--- src/rtl/etroc2_frame_pkg.sv ---
// Shared constants for the ETROC2 frame parser: word markers, field positions, CRC polynomial.
package etroc2_frame_pkg;

  localparam logic [15:0] HEADER_MARK = 16'h3C5C;
  localparam logic [1:0]  HDR_TYPE    = 2'b00;
  localparam logic [1:0]  FILLER_TYPE = 2'b10;

  localparam int MARK_HI = 39;
  localparam int MARK_LO = 24;
  localparam int TYPE_HI = 23;
  localparam int TYPE_LO = 22;
  localparam int L1_HI   = 21;
  localparam int L1_LO   = 14;
  localparam int BCID_HI = 11;
  localparam int BCID_LO = 0;
  localparam int PIX_HI  = 36;
  localparam int PIX_LO  = 29;
  localparam int TDC_HI  = 28;
  localparam int TDC_LO  = 0;
  localparam int CHIP_HI = 38;
  localparam int CHIP_LO = 22;
  localparam int HITS_HI = 15;
  localparam int HITS_LO = 8;
  localparam int CRC_HI  = 7;
  localparam int CRC_LO  = 0;

  localparam logic [7:0] CRC8_POLY = 8'h97;

  typedef enum logic {IDLE, IN_FRAME} frame_state_t;

endpackage

--- src/rtl/etroc2_crc8_40b.sv ---
// Combinational next-CRC-8 (MSB first) over a W-bit word; only built with ETROC2_FRAME_CRC_EN.
`ifdef ETROC2_FRAME_CRC_EN
module etroc2_crc8_40b
  import etroc2_frame_pkg::*;
#(
  parameter int W = 40
) (
  input  logic [7:0]   crcIn,
  input  logic [W-1:0] data,
  output logic [7:0]   crcOut
);

  logic [7:0] c;
  logic       fb;

  // Bit-serial LFSR unrolled across the whole word, first bit is data[W-1].
  always_comb begin
    c  = crcIn;
    fb = 1'b0;
    for (int i = W - 1; i >= 0; i--) begin
      fb = c[7] ^ data[i];
      c  = {c[6:0], 1'b0} ^ (fb ? CRC8_POLY : 8'h00);
    end
    crcOut = c;
  end

endmodule
`endif

--- src/rtl/etroc2_frame_parser.sv ---
// ETROC2 frame-word parser feeding the pixel data checker, with frame-integrity counters.
// Optional running CRC-8 check is enabled by defining ETROC2_FRAME_CRC_EN.
module etroc2_frame_parser
  import etroc2_frame_pkg::*;
#(
  parameter logic [16:0] CHIP_ID = 17'h1_5A5A,
  parameter int          CNT_W   = 20
) (
  input  logic             clk,
  input  logic             reset,
  input  logic [39:0]      wordIn,
  input  logic             wordValid,
  output logic             hit,
  output logic             eventStart,
  output logic [28:0]      TDCData,
  output logic [7:0]       pixelID,
  output logic [11:0]      BCID,
  output logic             inFrame,
  output logic [CNT_W-1:0] frameCount,
  output logic [CNT_W-1:0] frameErrorCount,
  output logic [CNT_W-1:0] hitCountErrorCount,
  output logic [CNT_W-1:0] l1GapCount
`ifdef ETROC2_FRAME_CRC_EN
  ,
  output logic [CNT_W-1:0] crcErrorCount
`endif
);

  function automatic logic [CNT_W-1:0] satInc(input logic [CNT_W-1:0] v);
    return (&v) ? v : v + 1'b1;
  endfunction

  frame_state_t state, stateNext;

  logic       isHeader, isFiller, isData, isTrailer, isIllegal;
  logic       acceptHeader, acceptData, acceptTrailer, protoErr;
  logic       hitNext, startNext, hitsMismatch;
  logic       startSent, l1Seeded;
  logic [7:0] hitCnt, prevL1, hdrL1;

  assign isHeader  = (wordIn[MARK_HI:MARK_LO] == HEADER_MARK) && (wordIn[TYPE_HI:TYPE_LO] == HDR_TYPE);
  assign isFiller  = (wordIn[MARK_HI:MARK_LO] == HEADER_MARK) && (wordIn[TYPE_HI:TYPE_LO] == FILLER_TYPE);
  assign isData    = wordIn[MARK_HI];
  assign isTrailer = !wordIn[MARK_HI] && (wordIn[CHIP_HI:CHIP_LO] == CHIP_ID);
  assign isIllegal = !(isHeader || isFiller || isData || isTrailer);
  assign hdrL1     = wordIn[L1_HI:L1_LO];
  assign inFrame   = (state == IN_FRAME);

  always_ff @(posedge clk) begin
    if (reset) state <= IDLE;
    else       state <= stateNext;
  end

  always_comb begin
    stateNext = state;
    case (state)
      IDLE:     if (wordValid && isHeader)  stateNext = IN_FRAME;
      IN_FRAME: if (wordValid && isTrailer) stateNext = IDLE;
      default:  stateNext = IDLE;
    endcase
  end

  // A header is always taken (restarting any open frame); data/trailer only inside a frame.
  always_comb begin
    acceptHeader  = 1'b0;
    acceptData    = 1'b0;
    acceptTrailer = 1'b0;
    protoErr      = 1'b0;
    if (wordValid) begin
      if (isIllegal) begin
        protoErr = 1'b1;
      end else if (isHeader) begin
        acceptHeader = 1'b1;
        protoErr     = (state == IN_FRAME);
      end else if (isData) begin
        acceptData = (state == IN_FRAME);
        protoErr   = (state == IDLE);
      end else if (isTrailer) begin
        acceptTrailer = (state == IN_FRAME);
        protoErr      = (state == IDLE);
      end
    end
    hitNext      = acceptData;
    startNext    = (acceptData || acceptTrailer) && !startSent;
    hitsMismatch = acceptTrailer && (wordIn[HITS_HI:HITS_LO] != hitCnt);
  end

  always_ff @(posedge clk) begin
    if (reset) begin
      hit                <= 1'b0;
      eventStart         <= 1'b0;
      TDCData            <= '0;
      pixelID            <= '0;
      BCID               <= '0;
      frameCount         <= '0;
      frameErrorCount    <= '0;
      hitCountErrorCount <= '0;
      l1GapCount         <= '0;
      hitCnt             <= '0;
      startSent          <= 1'b0;
      prevL1             <= '0;
      l1Seeded           <= 1'b0;
    end else begin
      hit        <= hitNext;
      eventStart <= startNext;
      if (acceptHeader) begin
        BCID      <= wordIn[BCID_HI:BCID_LO];
        hitCnt    <= '0;
        startSent <= 1'b0;
        prevL1    <= hdrL1;
        l1Seeded  <= 1'b1;
        if (l1Seeded && (hdrL1 != prevL1 + 8'd1)) l1GapCount <= satInc(l1GapCount);
      end
      if (acceptData) begin
        TDCData   <= wordIn[TDC_HI:TDC_LO];
        pixelID   <= wordIn[PIX_HI:PIX_LO];
        startSent <= 1'b1;
        if (hitCnt != 8'hFF) hitCnt <= hitCnt + 8'd1;
      end
      if (acceptTrailer) frameCount <= satInc(frameCount);
      if (hitsMismatch)  hitCountErrorCount <= satInc(hitCountErrorCount);
      if (protoErr)      frameErrorCount <= satInc(frameErrorCount);
    end
  end

`ifdef ETROC2_FRAME_CRC_EN
  logic [7:0] crcReg, crcWord, crcTrail;

  etroc2_crc8_40b #(.W(40)) uCrcWord (
    .crcIn  (acceptHeader ? 8'h00 : crcReg),
    .data   (wordIn),
    .crcOut (crcWord)
  );

  etroc2_crc8_40b #(.W(32)) uCrcTrail (
    .crcIn  (crcReg),
    .data   (wordIn[39:8]),
    .crcOut (crcTrail)
  );

  always_ff @(posedge clk) begin
    if (reset) begin
      crcReg        <= '0;
      crcErrorCount <= '0;
    end else begin
      if (acceptHeader || acceptData) crcReg <= crcWord;
      if (acceptTrailer && (crcTrail != wordIn[CRC_HI:CRC_LO])) crcErrorCount <= satInc(crcErrorCount);
    end
  end
`endif

endmodule
--- config.mk ---
export PLATFORM = sky130hd
export DESIGN_NAME = etroc2_frame_parser
export DESIGN_NICKNAME = d
export VERILOG_FILES = /design/src/rtl/etroc2_frame_pkg.sv /design/src/rtl/etroc2_crc8_40b.sv /design/src/rtl/etroc2_frame_parser.sv
export SDC_FILE = /design/constraint.sdc
export NUM_CORES = 1
export LEC_CHECK = 0
export ABC_AREA = 1
export BUFFER_PORTS_ARGS = -buffer_cell sky130_fd_sc_hd__buf_4
export CAP_MARGIN = 10
export CORE_ASPECT_RATIO = 1.75
export CORE_MARGIN = 5
export CORE_UTILIZATION = 57
export CTS_BUF_LIST = sky130_fd_sc_hd__clkbuf_8
export DETAILED_ROUTE_END_ITERATION = 16
export GPL_ROUTABILITY_DRIVEN = 0
export PLACE_DENSITY = 0.9
export SYNTH_ARGS = -nofsm -noshare
export SYNTH_HDL_FRONTEND = slang
export SYNTH_SLANG_ARGS = --single-unit
--- constraint.sdc ---
create_clock -name clk -period 2 [get_ports clk]
set_clock_uncertainty 0.05 [all_clocks]
set_input_delay 0.2 -clock clk [delete_from_list [all_inputs] [get_ports clk]]
set_output_delay 0.2 -clock clk [all_outputs]
set_load 0.03 [all_outputs]
==> metrics.md <==
| Metric | Value |
|---|---|
| CTS Root Cell | `clkbuf_8` |
| Slowest CP cell | `dlygate4sd3_1` |
| Final Instance Count excl. Fillers | `1,634` |
| Drt initial violations | `551` |
| Final instance area | `10,800 um2` |
| Synth Flop Type | `dfxtp_1` |
| Placed insts | `1,558` |
| Final ANT Viol Nets | `0` |
| Data required, critical path | `2330 ps` |
| Worst Hold Depth | `3` |
| Commonest cells in the netlist | `nand2_1 (268), nor2_1 (213), dfxtp_1 (150)` |
| CP max stage delay | `550 ps` |
| Initial Utilization | `58.1%` |
| Placeable core area | `13,900 um2` |
| # fillers | `1,017` |
| CTS tree | `done` |
| Synth async-reset ratio | `0%` |
| Placement Setup Slack | `28.9 ps` |
| Crit-path max FO | `11` |
| Final setup violation count | `0` |
| Max clock buf depth | `2` |
| IO Pins | `175` |
| PortBufs | `174` |
| Post-DP Area | `9800 um2` |
| Clock Sink Count | `150` |
| Synth area leader | `dfxtp_1` |
| Initial antenna violation count | `0` |
| Max Clk Rate | `516 MHz` |
| Relative max-transition margin | `66.0%` |
| Net count after synthesis | `1,255` |
| Largest net degree at the start of global routing | `82` |
| DR vias | `9,254` |
| Ratio of final minimum period to clock period | `96.9%` |
| Pins over their slew limit | `0` |
| Cts bufs inserted | `17` |
| Hold Slack | `227 ps` |
| GR Util met3 | `6.49%` |
| DRC viols | `0` |
| Final wirelength | `26.3 mm` |
| M1 GR Usage | `31.5%` |
| WL/cell | `16.1 um` |
| Share of layout cells above drive strength 1 | `21.8%` |
| Nets@finish | `1,492` |
| Vias in the first global route | `9,438` |
| Critical path capture point type | `register` |
| Drt pass-1 iters | `6` |
| Post-synthesis sequential area ratio | `37.2%` |
| Synth top area cells | `dfxtp_1 (37%), nand2_1 (12%), nor2_1 (9.9%)` |
| Final min period | `1940 ps` |
| Synthesized cell area | `8080 um2` |
| First-pass GRT wire length | `42.7 mm` |
| Synth unique cells | `35` |
| Clock-pin slew of the registers on the worst-case setup and hold paths | `90 ps` |
| Final hold viol count | `0` |
| #FFs+latches synth | `150` |
| Post-synth EDFFs | `0` |
| Run status | `complete, no violations` |
| Critical Path Source Type | `primary input` |
| Met2 GRT Util | `56.0%` |
| Worst Hold Class | `primary input to register` |
| Critical Setup Path Class | `primary input to register` |
| Static Leak | `4.50 nW` |
| Clk_lat worst skew | `450 ps` |
| Max-cap viol count | `0` |
| Vias per cell | `5.66` |
| Detail Placement HPWL | `17.7 mm` |
| Syn Inst Count | `1,206` |
| Die ar. | `16,700 um2` |
| Top-area cell type share of the netlist area | `37.2%` |
| Worst vdd ir | `0.610 mV` |
| # H-tree levels | `4` |
| GR peak layer | `met2` |
| Gr usage total | `30.7%` |
| Critical Path AT | `2260 ps` |
| Total congestion overflow | `0` |
| Final worst slack | `61.5 ps` |
| Layout area overhead | `33.3%` |
| Die Height | `167 um` |
| RSZ-0062 raised after global routing | `yes` |
| Reg2reg path depth | `10` |
| Tightest Pin Transition | `511 ps` |
| Syn. warnings | `0` |
| PD cells | `534 nW/um2` |
| FP Rows | `57` |
| Most frequent cell after synthesis | `nand2_1` |
| Syn_area_per_cell | `6.70 um2` |
| DIE WIDTH | `100 um` |
| Crit-path cells | `dlygate4sd3_1 > buf_4 > nor2_1 > nand3_1 > nor2_1 > nand4_1 > nor2_4 > buf_4 > nand4_1 > a21oi_2` |
## worst max-delay path: cells and delay by family
| kind | cells | cell delay [ps] |
|---|---|---|
| and+or+nand+nor | 6 | 1000 |
| buffers and inverters | 3 | 910 |
| AOI/OAI and AO/OA | 1 | 150 |
## area by class of cell
cell class	count	area, um2	share of cell area [%]
clock buffers	18	248	2.30
clock inverters	14	151	1.41
repair buffers	268	2210	20.5
inverters	87	327	3.03
diodes	1	2.50	0.0233
multi-input cells	919	4600	42.7
well taps	177	221	2.06
flip-flops and latches	150	3010	27.9
## sequential cells by signal, summed over array words and instances (netlist names)
register,cells
frameErrorCount,20
hitCountErrorCount,20
frameCount,20
BCID,12
startSent,1
l1Seeded,1
hitCnt,8
prevL1,8
inFrame,1
eventStart,1
TDCData,29
l1GapCount,20
pixelID,8
hit,1
## final timing paths
| path | startpoint | end | slack [ps] |
|---|---|---|---|
| setup / recovery | wordIn[24] | l1GapCount[0]$_SDFFE_PP0P_ | 60 |
| hold / removal | reset | hit$_SDFF_PP0_ | 230 |
| hold reg to reg | startSent$_SDFFE_PP0P_ | eventStart$_SDFF_PP0_ | 420 |
| setup reg to reg | prevL1[1]$_SDFFE_PP0P_ | l1GapCount[3]$_SDFFE_PP0P_ | 140 |
## timing repair
action | 4_1_cts | 5_1_grt
hold endpoints to repair | 55 | 0
resized for setup | 0 | 32
setup buffers | 0 | 4
setup endpoints to repair | 0 | 75
hold buffers | 37 | 0
## cells by family (layout without fill, tap and decap cells)
kind of cell	Yosys count	after routing	synth area share [%]
and+or+nand+nor	669	670	36.3
AOI/OAI and AO/OA	174	174	10.9
buffers and inverters	138	387	7.19
xor gates and xnor gates	69	69	7.48
other	0	1	0
DFF	150	150	37.2
adders and majority gates	6	6	0.929
## stage by stage
stage	TNS, ps	power [mW]	util (%)
after floorplan	0	3.20	-
after global placement	0	3.34	70.4
after detailed placement	0	3.35	70.4
after CTS	0	5.76	76.0
after global routing	-114	5.93	77.4
final	0	5.75	77.4
## placed cells by master, fill, tap and decap left out, types with 2 or more instances in the layout
master and n:
clkinvlp_4 2, nor3_2 2, nor3b_2 2, a21oi_1 99
inv_6 6, nor2_4 6, dlygate4sd3_1 37, nand2_2 6
clkbuf_8 18, dfxtp_1 148, inv_1 76, or2_2 3
nor2_1 208, buf_4 221, inv_8 4, nand3_1 86
o21ai_0 66, xor2_1 50, buf_12 6, inv_2 11
nor3_1 15, nor4_1 2, o21ai_1 3, nand4_1 49
nand2_1 264, nand3b_1 8, xnor2_1 19, ha_1 5
nand3_2 4, buf_6 3, nor2_2 7, nand3_4 2
nand2_4 3, dfxtp_2 2, a21oi_2 4
## where the power goes
group / total, mW / switching, mW / internal [mW]
clock: 2.39 / 1.32 / 1.08
combinational: 0.367 / 0.202 / 0.165
sequential: 2.99 / 0.00216 / 2.99
total: 5.75 / 1.52 / 4.23
## per-layer routing
metal,part of all wire (%),up-vias
met2,53,454
met4,4.9,0
met3,7.2,123
met1,35,4279
li1,-,4398
met5,0,-
No activity file was read; power rests on OpenSTA's default activity.
